<file path="src/rtl/lut_phase_scheduler.sv">
`default_nettype none
// ----------------------------------------------------------------------------
// lut_phase_scheduler: shares one registered sine LUT across three phase
// channels and commits the three samples coherently once per round.
// Rev 1.0
// ----------------------------------------------------------------------------
module lut_phase_scheduler #(
  parameter int ADDR_W    = 15,
  parameter int DATA_W    = 8,
  parameter int N_SAMPLES = 20000,
  parameter int OFF2      = 6667,
  parameter int OFF3      = 13333,
  parameter int LUT_LAT   = 1
) (
  input  logic              clk,
  input  logic              rst_n,
  input  logic              sample_tick,
  input  logic [ADDR_W-1:0] step,
  input  logic              load,
  output logic [ADDR_W-1:0] lut_addr,
  input  logic [DATA_W-1:0] lut_data,
  output logic [DATA_W-1:0] out1,
  output logic [DATA_W-1:0] out2,
  output logic [DATA_W-1:0] out3,
  output logic              valid,
  output logic              busy,
  output logic              overrun
);

  typedef enum logic [2:0] {
    S_IDLE   = 3'd0,
    S_ISSUE0 = 3'd1,
    S_ISSUE1 = 3'd2,
    S_ISSUE2 = 3'd3,
    S_DRAIN  = 3'd4,
    S_COMMIT = 3'd5
  } state_t;

  localparam logic [ADDR_W:0]   N_EXT    = (ADDR_W+1)'(N_SAMPLES);
  localparam logic [ADDR_W-1:0] N_MAX    = ADDR_W'(N_SAMPLES - 1);
  localparam logic [ADDR_W-1:0] OFF2_C   = ADDR_W'(OFF2);
  localparam logic [ADDR_W-1:0] OFF3_C   = ADDR_W'(OFF3);
  localparam logic [2:0]        TAG_NONE = 3'b000;

  // Operands are always below N_SAMPLES, so one conditional subtract suffices.
  function automatic logic [ADDR_W-1:0] mod_add(input logic [ADDR_W-1:0] a,
                                                input logic [ADDR_W-1:0] b);
    logic [ADDR_W:0] s;
    s = {1'b0, a} + {1'b0, b};
    if (s >= N_EXT) s = s - N_EXT;
    return s[ADDR_W-1:0];
  endfunction

  state_t            state_q, state_d;
  logic [ADDR_W-1:0] phase_q, phase_d;
  logic [ADDR_W-1:0] step_q, step_d;
  logic [ADDR_W-1:0] addr_q, addr_d;
  logic [DATA_W-1:0] sh0_q, sh0_d, sh1_q, sh1_d, sh2_q, sh2_d;
  logic [DATA_W-1:0] out1_q, out1_d, out2_q, out2_d, out3_q, out3_d;
  logic              overrun_q, overrun_d;
  logic [2:0]        tag_q [LUT_LAT];
  logic [2:0]        tag_d [LUT_LAT];
  logic [2:0]        tag_in;
  logic [2:0]        tag_out;

  assign tag_out = tag_q[LUT_LAT-1];

  always_comb begin
    state_d   = state_q;
    phase_d   = phase_q;
    step_d    = step_q;
    addr_d    = addr_q;
    overrun_d = overrun_q;
    tag_in    = TAG_NONE;
    sh0_d     = sh0_q;
    sh1_d     = sh1_q;
    sh2_d     = sh2_q;
    out1_d    = out1_q;
    out2_d    = out2_q;
    out3_d    = out3_q;

    // Tag bit 2 marks a live request, bits 1:0 carry the channel index.
    if (tag_out[2]) begin
      case (tag_out[1:0])
        2'd0:    sh0_d = lut_data;
        2'd1:    sh1_d = lut_data;
        default: sh2_d = lut_data;
      endcase
    end

    if (sample_tick && state_q != S_IDLE) overrun_d = 1'b1;

    // lut_addr is registered, so each address is loaded on entry to its ISSUE state.
    case (state_q)
      S_IDLE: begin
        if (load) begin
          phase_d   = '0;
          overrun_d = 1'b0;
        end else if (sample_tick) begin
          step_d  = (step > N_MAX) ? N_MAX : step;
          addr_d  = phase_q;
          state_d = S_ISSUE0;
        end
      end
      S_ISSUE0: begin
        tag_in  = 3'b100;
        addr_d  = mod_add(phase_q, OFF2_C);
        state_d = S_ISSUE1;
      end
      S_ISSUE1: begin
        tag_in  = 3'b101;
        addr_d  = mod_add(phase_q, OFF3_C);
        state_d = S_ISSUE2;
      end
      S_ISSUE2: begin
        tag_in  = 3'b110;
        state_d = S_DRAIN;
      end
      S_DRAIN: begin
        if (tag_out == 3'b110) begin
          out1_d  = sh0_d;
          out2_d  = sh1_d;
          out3_d  = sh2_d;
          state_d = S_COMMIT;
        end
      end
      S_COMMIT: begin
        phase_d = mod_add(phase_q, step_q);
        state_d = S_IDLE;
      end
      default: state_d = S_IDLE;
    endcase

    tag_d[0] = tag_in;
    for (int i = 1; i < LUT_LAT; i++) tag_d[i] = tag_q[i-1];
  end

  always_ff @(posedge clk) begin
    if (!rst_n) begin
      state_q   <= S_IDLE;
      phase_q   <= '0;
      step_q    <= '0;
      addr_q    <= '0;
      overrun_q <= 1'b0;
      sh0_q     <= '0;
      sh1_q     <= '0;
      sh2_q     <= '0;
      out1_q    <= '0;
      out2_q    <= '0;
      out3_q    <= '0;
      for (int i = 0; i < LUT_LAT; i++) tag_q[i] <= TAG_NONE;
    end else begin
      state_q   <= state_d;
      phase_q   <= phase_d;
      step_q    <= step_d;
      addr_q    <= addr_d;
      overrun_q <= overrun_d;
      sh0_q     <= sh0_d;
      sh1_q     <= sh1_d;
      sh2_q     <= sh2_d;
      out1_q    <= out1_d;
      out2_q    <= out2_d;
      out3_q    <= out3_d;
      for (int i = 0; i < LUT_LAT; i++) tag_q[i] <= tag_d[i];
    end
  end

  assign lut_addr = addr_q;
  assign out1     = out1_q;
  assign out2     = out2_q;
  assign out3     = out3_q;
  assign valid    = (state_q == S_COMMIT);
  assign busy     = (state_q != S_IDLE);
  assign overrun  = overrun_q;

endmodule
`default_nettype wire

</file>
<file path="config.mk">
export PLATFORM = sky130hd
export DESIGN_NAME = lut_phase_scheduler
export DESIGN_NICKNAME = d
export VERILOG_FILES = /design/src/rtl/lut_phase_scheduler.sv
export SDC_FILE = /design/constraint.sdc
export NUM_CORES = 1
export LEC_CHECK = 0
export CAP_MARGIN = 20
export CORE_AREA = 5 5 113 115
export CTS_CLUSTER_DIAMETER = 120
export DETAILED_ROUTE_END_ITERATION = 8
export DIE_AREA = 0 0 118 120
export PLACE_DENSITY = 0.77
export SETUP_SLACK_MARGIN = 0.5
export SKIP_CTS_REPAIR_TIMING = 1
export SLEW_MARGIN = 20
export SYNTH_ARGS = -nofsm -noshare
export SYNTH_HDL_FRONTEND = slang
export SYNTH_SLANG_ARGS = --single-unit
</file>
<file path="constraint.sdc">
create_clock -name clk -period 7.1 [get_ports clk]
set_input_delay 1.775 -clock clk [delete_from_list [all_inputs] [get_ports clk]]
set_output_delay 1.775 -clock clk [all_outputs]
set_load 0.02 [all_outputs]
</file>
==> results.toml <==
[power]
ir_worst_vdd_mv = 0.165
power.leakage_nw = 3.04
power_density_mw_per_mm2 = 176

[timing]
slew_violations = 0
tightest_slew_ps = 1100
min_period_over_period = 0.580
setup_viol = 0
fin_ws_ps = 2980
fin_worst_skew_ps = 9.05
fmax_ghz = 0.243
slew_headroom = 0.262
min_period_ps = 4120
tns_ps = 0
hold_violations = 0
rsz0062_at_grt = "false"

[setup_path]
worstSetupPathType = "reg -> out"
r2r_setup_slack_ps = 3410
crit_path_start_kind = "flip-flop"
cp_max_fo = 14
required_ps = 5330
cp.arrival_ps = 2340
critPathCaptureType = "output pin"

[global_routing]
met3_usage = 0.0415
grt_util_met1 = 0.284
first_global_vias = 5485
top_usage_layer = "met2"
grtUsageMet2 = 0.363
antenna_found_initial = 0
globalRouteOverflowTotal = 0
grt_usage = 0.220
grt_first_pass_wirelength_mm = 26.4
grt_max_degree = 92

[placement]
place_congestion = 0.917
dpl.hpwl_mm = 11.7
dpl_cell_area_mm2 = 0.00697
pre_cts_ws_ps = 3330
io_buffer_count = 68

[floorplanning]
fp.dieW_um = 118
start_util = 0.534
fp.dieArea_mm2 = 0.0142
ios = 69
core-area_mm2 = 0.0117
dieHeight_um = 120
rows = 40

[yosys]
netlist_area_mm2 = 0.00625
seq_area_frac_synth = 0.320
yosys_warnings = 0
ys.flop_type = "dfxtp_1"
synth-edff-count = 0
synth_cell_type_count = 75
async_flop_share = 0
syn_inst = 760
ys_ff_latch = 100
synth_nets = 808
syn_avg_cell_area_um2 = 8.23

[clock_network]
clock-sinks = 100
clk_latency_ps = 350
cts_made_buffers = 9
htree_levels = 3
cts_tree = "built"
clk_pin_slew_ps = 70
cts-root-buf = "clkbuf_16"
cts_buffer_depth = 2

[run]
max_cap_violations = 0

[routing]
routed_wire_length_per_instance_um = 16.8
first_iter_violations = 423
drc = 0
viasPerCell = 6.06
vias = 5737
wl_mm = 15.9
first_pass_iters = 5
ant_nets = 0

[layout]
layout.nets = 843
drive_above_1_share = 0.0550
fin_area_mm2 = 0.00728
diodes = 0
synthToLayoutAreaGrowth_pct = 16.4

[hold_path]
hold_class = "reg -> reg"

[run_status]
status = "complete, no violations"
[where the power goes]
group | switching (W) | internal, W | leakage (nW)
logic | 0.0000969 | 0.0000760 | 2.08
registers | 0.0000153 | 0.000582 | 0.811
clock network | 0.000230 | 0.000281 | 0.148
[cells in the mapped netlist (all sizes together) (4+ instances only)]
cell type,n,area [µm²]
clkbuf,43,163
o21a,5,37.5
a211oi,5,37.5
nor2,39,154
or2,6,37.5
a21o,13,97.6
nand2,94,353
o221a,8,90.1
a211o,4,35.0
xor2,15,131
ha,20,250
o211a,28,280
nor3,21,126
a31oi,12,75.1
nor2b,44,275
xnor2,25,219
nand3,22,110
o21ai,39,195
nand4,5,31.3
nand2b,13,81.3
a21oi,37,200
buf,6,26.3
o211ai,6,45.0
or4,5,37.5
a22oi,15,113
and3,6,37.5
nor3b,7,52.6
or3,5,31.3
dfxtp,100,2000
nand3b,7,52.6
and2,8,50.1
inv,12,45.0
a21boi,5,37.5
mux2i,37,370
[critical path: stages, from the launching register on]
cell and delay [ps]:
dfxtp_1 660, nand2_1 140, nor2_1 470, clkdlybuf4s50_1 720
[layer usage]
layer,vias to the layer above,part of all wire
li1,2825,-
met1,2691,0.46
met2,195,0.46
met3,26,0.053
met4,0,0.025
met5,-,0
[kinds of logic (layout without fill, tap and decap cells)]
group	Yosys count	in the layout	synth area share
muxes	37	37	0.0592
buffers and inverters	62	102	0.0380
AOI/OAI and AO/OA	208	208	0.242
adders and majority gates	21	21	0.0432
and+or+nand+nor	292	292	0.242
DFF	100	100	0.320
xor gates and xnor gates	40	40	0.0560
[metrics by stage]
step | total power [W] | util | hold slack (ps) | std cells
after CTS | 0.00129 | 0.622 | 475 | 947
after detailed placement | 0.000782 | 0.595 | 466 | 931
after floorplan | 0.000713 | - | 445 | 760
final | 0.00128 | 0.622 | 475 | 947
after global placement | 0.000776 | 0.595 | 470 | 931
after global routing | 0.00133 | 0.622 | 489 | 947
[cell usage in the layout, fill, tap and decap left out, types with 6 or more instances in the layout]
master           count
nor2_1              37
o21ai_0             27
o211a_1             28
and2_1               8
a31oi_1             12
and3_1               6
nor2b_1             44
nand3b_1             7
a22oi_1             15
a21o_1              13
clkdlybuf4s50_1     67
nand2_1             94
o221a_2              8
xnor2_1             25
a21oi_1             35
dfxtp_1            100
o21ai_1             12
o211ai_1             6
clkbuf_16            9
mux2i_1             37
ha_1                20
nand2b_1            13
nand3_1             22
inv_1               12
xor2_1              15
nor3b_1              6
nor3_1              17
[worst paths after layout]
| path | startpoint | to | cells after the start |
|---|---|---|---|
| max | state_q[2] | valid | 3 |
| min | step_q[12] | step_q[12] | 2 |
| max reg2reg | phase_q[0] | phase_q[13] | 13 |
| min reg2reg | step_q[12] | step_q[12] | 2 |
[flip-flops by register name, indices dropped and copies added, names as in the netlist]
signal	cells
tag_q	3
lut_addr	15
state_q	3
sh1_q	8
overrun	1
phase_q	15
step_q	15
out2	8
out1	8
out3	8
sh0_q	8
sh2_q	8
[final cells by class]
type,count,area [µm²]
Tap cell,147,184
Timing Repair Buffer,73,713
Inverter,13,48.8
Clock inverter,6,77.6
Clock buffer,10,229
Multi-Input combinational cell,598,4030
Sequential cell,100,2000
Fill cell,1022,4430
(Power assumes the default switching activity.)
